`src/rtl/smvm_issue_scheduler.sv`:
```
`default_nettype none
// ============================================================================
// Module   : smvm_issue_scheduler
// Purpose  : Packs the sparse-matrix nonzero stream (value, column, row-end)
//            into K-lane issue groups for the ALU/IPV-reducer pipeline.
//            Throttles issue against a credit count of groups in flight,
//            zero-pads the final partial group, and pulses done once every
//            issued group has returned a result.
// Ports    : clk, rst (async, active-high)
//            start                 - 1-cycle pulse, honoured only in IDLE
//            in_valid/in_ready     - nonzero stream handshake
//            in_val/in_col/in_ipv  - value, column index, row-end bit
//            in_last               - last nonzero of the matrix
//            issue_valid           - 1-cycle group issue strobe
//            issue_mat/col/ipv     - packed lanes, lane0 in the MSBs
//            res_valid             - one group result returned (frees a credit)
//            busy/done             - activity flag, 1-cycle completion pulse
//            row_count             - rows issued since start
//            err_underflow         - sticky: result seen with nothing in flight
// Revision : 1.0 - initial release
// ============================================================================
module smvm_issue_scheduler #(
    parameter int K            = 4,
    parameter int K_BIT        = 3,
    parameter int MAX_INFLIGHT = 4,
    parameter int CNT_BIT      = 16
) (
    input  logic               clk,
    input  logic               rst,
    input  logic               start,
    input  logic               in_valid,
    output logic               in_ready,
    input  logic [7:0]         in_val,
    input  logic [8:0]         in_col,
    input  logic               in_ipv,
    input  logic               in_last,
    output logic               issue_valid,
    output logic [8*K-1:0]     issue_mat,
    output logic [9*K-1:0]     issue_col,
    output logic [K-1:0]       issue_ipv,
    input  logic               res_valid,
    output logic               busy,
    output logic               done,
    output logic [CNT_BIT-1:0] row_count,
    output logic               err_underflow
);

    localparam int                 c_IF_W      = $clog2(MAX_INFLIGHT + 1);
    localparam logic [c_IF_W-1:0]  c_MAX_IF    = c_IF_W'(MAX_INFLIGHT);
    localparam logic [K_BIT-1:0]   c_LAST_LANE = K_BIT'(K - 1);

    localparam logic [2:0] c_ST_IDLE  = 3'd0;
    localparam logic [2:0] c_ST_FILL  = 3'd1;
    localparam logic [2:0] c_ST_ISSUE = 3'd2;
    localparam logic [2:0] c_ST_DRAIN = 3'd3;
    localparam logic [2:0] c_ST_DONE  = 3'd4;

    logic [2:0]         r_state;
    logic [K_BIT-1:0]   r_lane_cnt;
    logic [7:0]         r_mat [K];
    logic [8:0]         r_col [K];
    logic [K-1:0]       r_ipv;        // bit i belongs to lane i
    logic               r_final;      // current group holds the in_last entry
    logic [c_IF_W-1:0]  r_inflight;
    logic [CNT_BIT-1:0] r_row_count;
    logic               r_err;

    logic               w_accept;
    logic               w_close;
    logic               w_issue;
    logic               w_res_ok;
    logic [CNT_BIT-1:0] w_pop;

    assign w_accept = in_valid && (r_state == c_ST_FILL);
    // The group closes on the K-th entry or on the matrix's last entry.
    assign w_close  = w_accept && ((r_lane_cnt == c_LAST_LANE) || in_last);
    assign w_issue  = (r_state == c_ST_ISSUE) && (r_inflight < c_MAX_IF);
    // A result with nothing in flight is flagged but never decrements.
    assign w_res_ok = res_valid && (r_inflight != '0);

    always_comb begin
        w_pop = '0;
        for (int i = 0; i < K; i++) begin
            w_pop = w_pop + CNT_BIT'(r_ipv[i]);
        end
    end

    always_ff @(posedge clk or posedge rst) begin
        if (rst) begin
            r_state     <= c_ST_IDLE;
            r_lane_cnt  <= '0;
            r_ipv       <= '0;
            r_final     <= 1'b0;
            r_inflight  <= '0;
            r_row_count <= '0;
            r_err       <= 1'b0;
            for (int i = 0; i < K; i++) begin
                r_mat[i] <= '0;
                r_col[i] <= '0;
            end
        end else begin
            case (r_state)
                c_ST_IDLE: begin
                    if (start) begin
                        r_state     <= c_ST_FILL;
                        r_row_count <= '0;
                        r_lane_cnt  <= '0;
                        r_final     <= 1'b0;
                    end
                end
                c_ST_FILL: begin
                    if (w_accept) begin
                        for (int i = 0; i < K; i++) begin
                            if (K_BIT'(i) == r_lane_cnt) begin
                                r_mat[i] <= in_val;
                                r_col[i] <= in_col;
                                // The matrix's last entry always ends a row.
                                r_ipv[i] <= in_ipv | in_last;
                            end
                        end
                        r_lane_cnt <= r_lane_cnt + K_BIT'(1);
                        if (in_last) begin
                            r_final <= 1'b1;
                        end
                        if (w_close) begin
                            r_state <= c_ST_ISSUE;
                        end
                    end
                end
                c_ST_ISSUE: begin
                    if (w_issue) begin
                        r_row_count <= r_row_count + w_pop;
                        r_lane_cnt  <= '0;
                        // Clearing the buffers leaves unused lanes of a later
                        // partial group at zero.
                        r_ipv       <= '0;
                        for (int i = 0; i < K; i++) begin
                            r_mat[i] <= '0;
                            r_col[i] <= '0;
                        end
                        r_final <= 1'b0;
                        r_state <= r_final ? c_ST_DRAIN : c_ST_FILL;
                    end
                end
                c_ST_DRAIN: begin
                    if (r_inflight == '0) begin
                        r_state <= c_ST_DONE;
                    end
                end
                c_ST_DONE: begin
                    r_state <= c_ST_IDLE;
                end
                default: begin
                    r_state <= c_ST_IDLE;
                end
            endcase

            case ({w_issue, w_res_ok})
                2'b10:   r_inflight <= r_inflight + c_IF_W'(1);
                2'b01:   r_inflight <= r_inflight - c_IF_W'(1);
                default: r_inflight <= r_inflight;
            endcase

            if (res_valid && (r_inflight == '0)) begin
                r_err <= 1'b1;
            end
        end
    end

    // Lane buffers are presented only during the issue strobe.
    always_comb begin
        issue_mat = '0;
        issue_col = '0;
        issue_ipv = '0;
        if (w_issue) begin
            for (int i = 0; i < K; i++) begin
                issue_mat[8*(K-1-i) +: 8] = r_mat[i];
                issue_col[9*(K-1-i) +: 9] = r_col[i];
                issue_ipv[K-1-i]          = r_ipv[i];
            end
        end
    end

    assign issue_valid   = w_issue;
    assign in_ready      = (r_state == c_ST_FILL);
    assign busy          = (r_state != c_ST_IDLE);
    assign done          = (r_state == c_ST_DONE);
    assign row_count     = r_row_count;
    assign err_underflow = r_err;

endmodule
`default_nettype wire

```
`config.mk`:
```
export PLATFORM = sky130hd
export DESIGN_NAME = smvm_issue_scheduler
export DESIGN_NICKNAME = d
export VERILOG_FILES = /design/src/rtl/smvm_issue_scheduler.sv
export SDC_FILE = /design/constraint.sdc
export NUM_CORES = 1
export LEC_CHECK = 0
export BUFFER_PORTS_ARGS = -buffer_cell sky130_fd_sc_hd__buf_2
export CAP_MARGIN = 40
export CORE_MARGIN = 2
export CORE_UTILIZATION = 48
export CTS_CLUSTER_SIZE = 30
export DETAILED_ROUTE_END_ITERATION = 12
export GPL_TIMING_DRIVEN = 1
export HOLD_SLACK_MARGIN = 0.03
export PLACE_DENSITY = 0.78
export SETUP_SLACK_MARGIN = 0.3
export SLEW_MARGIN = 20
export SYNTH_ARGS = -nofsm -noshare
export SYNTH_HDL_FRONTEND = slang
export SYNTH_SLANG_ARGS = --single-unit
```
`constraint.sdc`:
```
create_clock -name clk -period 2.8 [get_ports clk]
set_clock_uncertainty 0.05 [all_clocks]
set_input_delay 0.28 -clock clk [delete_from_list [all_inputs] [get_ports clk]]
set_output_delay 0.28 -clock clk [all_outputs]
set_load 0.005 [all_outputs]
```
==> flow_summary.toml <==
[power]
pwr-share-seq_pct = 44.9
p_leak_nw = 2.97
total_power_divided_by_cell_area_mw_per_mm2 = 901
p_int_w = 0.00317
power_frac_comb_pct = 38.1
power.share.switching_pct = 39.9
peakVddDrop_mv = 0.461
clockPowerShare_pct = 17.0
power_switching_w = 0.00210

[placed_design]
finalWeightedCongestion = 0.813
input_output_buffers = 116
place_hpwl_mm = 7.58
postPlaceCellArea_sq_mm = 0.00548

[detailed_routing]
wl_per_cell_microns = 15.0
routed_via_density = 5.13
antenna_left = 0
dr.pass1.iters = 4
drc_errors = 0
initialDrtViolationCount = 224
via_count = 3866
route.final.wire_length_mm = 11.3

[die]
die_x_microns = 104
io_pins = 117
rows = 36
chipHeight_microns = 104
initial_utilization_pct = 49.4
coreArea_sq_mm = 0.00977
die_area_sq_mm = 0.0109

[cts]
cts_num_sinks = 99
cts_max_level = 3
clock_pin_slew_worst_setup_and_hold_paths_ns = 0.10
cts_tree = "yes"
ctsLongestPathBuffers = 2
clockRootBuffer = "clkbuf_8"
cts-buffers-inserted = 9
worst_skew_pair.late_latency_ns = 0.36

[run_status]
run_status = "finished, final reports clean"

[synth]
ys_top_cells_by_count = "102 x nand2_1, 99 x dfrtp_1, 70 x and2_1"
ys.warnings.count = 0
synth.top_cell.area_share_pct = 51.3
async_reset_ff_share_pct = 100
netlist.top_cell.by_area = "dfrtp_1"
synth_edf_count = 0
synth_area_leaders = "dfrtp_1 51%, and2_1 9.1%, nand2_1 7.9%"
share_of_the_yosys_chip_area_belonging_to_registers_pct = 51.3
syn_area_sq_mm = 0.00483
ys_seq_elements = 99
synth_most_common_cell = "nand2_1"
mappedNetlistNets = 534
gate_count_post_synth = 499
post_synth.cell_area_avg_sq_um = 9.68
synth.distinct_cells = 43
ys_dominant_reg_cell = "dfrtp_1"

[worst_setup_path]
endpoint_of_the_most_critical_register_to_register_path = "row_count[11]"
regToRegSetupSlack_ns = 0.33
startpoint_type = "register"
worst_setup_path_endpoint = "row_count[11]"
worstSetupPathType = "register to register"
critical_path_required_ns = 3.04
cpPeakStageDelay_ns = 0.55
r2r-start = "row_count[0]"
worst-endpoint-arrival_ns = 2.72
worstRegToRegCells = 7
critPathLaunch = "row_count[0]"
worst-path-max-fanout = 5
critical_path_cell_by_cell = "fa_1 > inv_2 > fa_2 > nor2b_4 > o221ai_4 > or4_4 > a21oi_2"
worstSetupEndpointType = "register"
slowest_stage = "fa_1"

[sta]
fin_tns_setup_ns = 0
hold_ws_ns = 0.0963
transition_at_the_pin_with_the_smallest_max_transition_slack_ns = 0.603
maximum_clock_frequency_mhz = 404
final.period_utilization_pct = 88.4
worst_case_headroom_to_the_max_slew_limit_pct = 59.4
finalWorstPathRequiredPeriod_ns = 2.47
maxSlewViolCount = 0
unrepaired_setup_endpoints_after_global_routing = "true"
finalSetupViolations = 0
timing.final.hold_violations = 0

[global_route]
largest_net_degree_at_the_start_of_global_routing = 82
grt_overflow_total = 0
global_route.usage.total_pct = 21.1
grt_pass1_wl_mm = 18.7
vias_in_the_first_global_route = 3796
initial_antenna_violation_count = 0

[worst_hold_path]
hold_path_depth = 2
timing.hold.worst.class = "input pin to register"

[layout]
finalNetCount = 650
insertedDiodeCount = 0
final_design_area_no_fill_sq_mm = 0.00585
area_growth_syn_to_layout_pct = 21.1
drive_above_1_share_pct = 28.4

[run]
maxCapViolCount = 0
worst min path at each step:
stage                                to  slack (ns)       from
final                     err_underflow         0.1  res_valid
after CTS                 err_underflow        0.08  res_valid
after floorplan           err_underflow        0.35  res_valid
after detailed placement   row_count[5]        0.27        rst
after global routing      err_underflow         0.1  res_valid
after global placement     row_count[5]        0.26        rst
power groups by stage:
stage / logic, W / clock network (W) / registers [W]
after global routing: 0.00230 / 0.000969 / 0.00244
after CTS: 0.00197 / 0.000914 / 0.00237
after detailed placement: 0.00186 / 0 / 0.00239
final: 0.00201 / 0.000895 / 0.00236
after global placement: 0.00177 / 0 / 0.00236
after floorplan: 0.00151 / 0 / 0.00224
stage by stage:
stage	utilization, %	instances	setup WS (ns)	total power [W]
floorplan	-	499	0.322	0.00375
global placement	56.1	728	0.289	0.00412
global route	59.8	753	0.211	0.00571
CTS	59.0	751	0.312	0.00525
detailed placement	56.1	728	0.170	0.00426
finish	59.8	753	0.325	0.00527
timing repair:
item,4_1_cts,5_1_grt
hold buffers,1,0
resized for setup,6,17
gates cloned,1,0
pin swaps,1,12
setup buffers,5,2
hold endpoints to repair,18,0
endpoints found under the setup margin,79,80
final cells by class:
class	count	area (sq um)
clock buffer	10	138
timing repair buffer	132	732
clock inverter	6	56.3
tap	133	166
multi-input combinational	356	2210
sequential	99	2480
fill	854	3930
inverter	17	67.6
critical path, delay by kind of cell (launching register included):
family,cells,cell delay [ns]
flops,1,0.41
buf+inv,1,0.04
compound gates,2,0.32
simple gates,2,0.65
fa+ha+maj,2,0.93
sequential cells by signal (all words and copies together) (netlist names):
signal and flops:
row_count 16, r_state 3, r_final 1, r_col 36
r_mat 32, r_lane_cnt 3, r_inflight 3, r_ipv 4
err_underflow 1
cell usage in the layout (no fill, tap or decap), types with 6 or more instances in the layout:
master,netlist,routed
nor2_1,10,10
dfrtp_1,99,99
inv_1,16,13
clkbuf_8,0,10
ha_1,7,7
a21oi_1,11,7
buf_4,0,12
o21ai_0,61,61
o21ai_1,20,20
nand3_1,6,6
and2_1,70,70
nand2_1,102,102
buf_2,9,116
metal layers:
layer  vias to the layer above  routed length (microns)  global-route usage [%]
met5                         -                        0                       0
met4                         0                      153                    6.47
met3                        15                      675                    5.08
met2                       106                     5440                    34.1
met1                      1843                     5030                    28.2
li1                       1902                        -                       -
logic make-up after synthesis:
family	after synthesis	synth area share, %
mux	4	1.09
fa+ha+maj	11	3.47
buf+inv	45	5.13
compound gates	112	14.0
xor+xnor	7	1.27
simple gates	221	23.8
flops	99	51.3
Power figures use the tool's default switching activity.
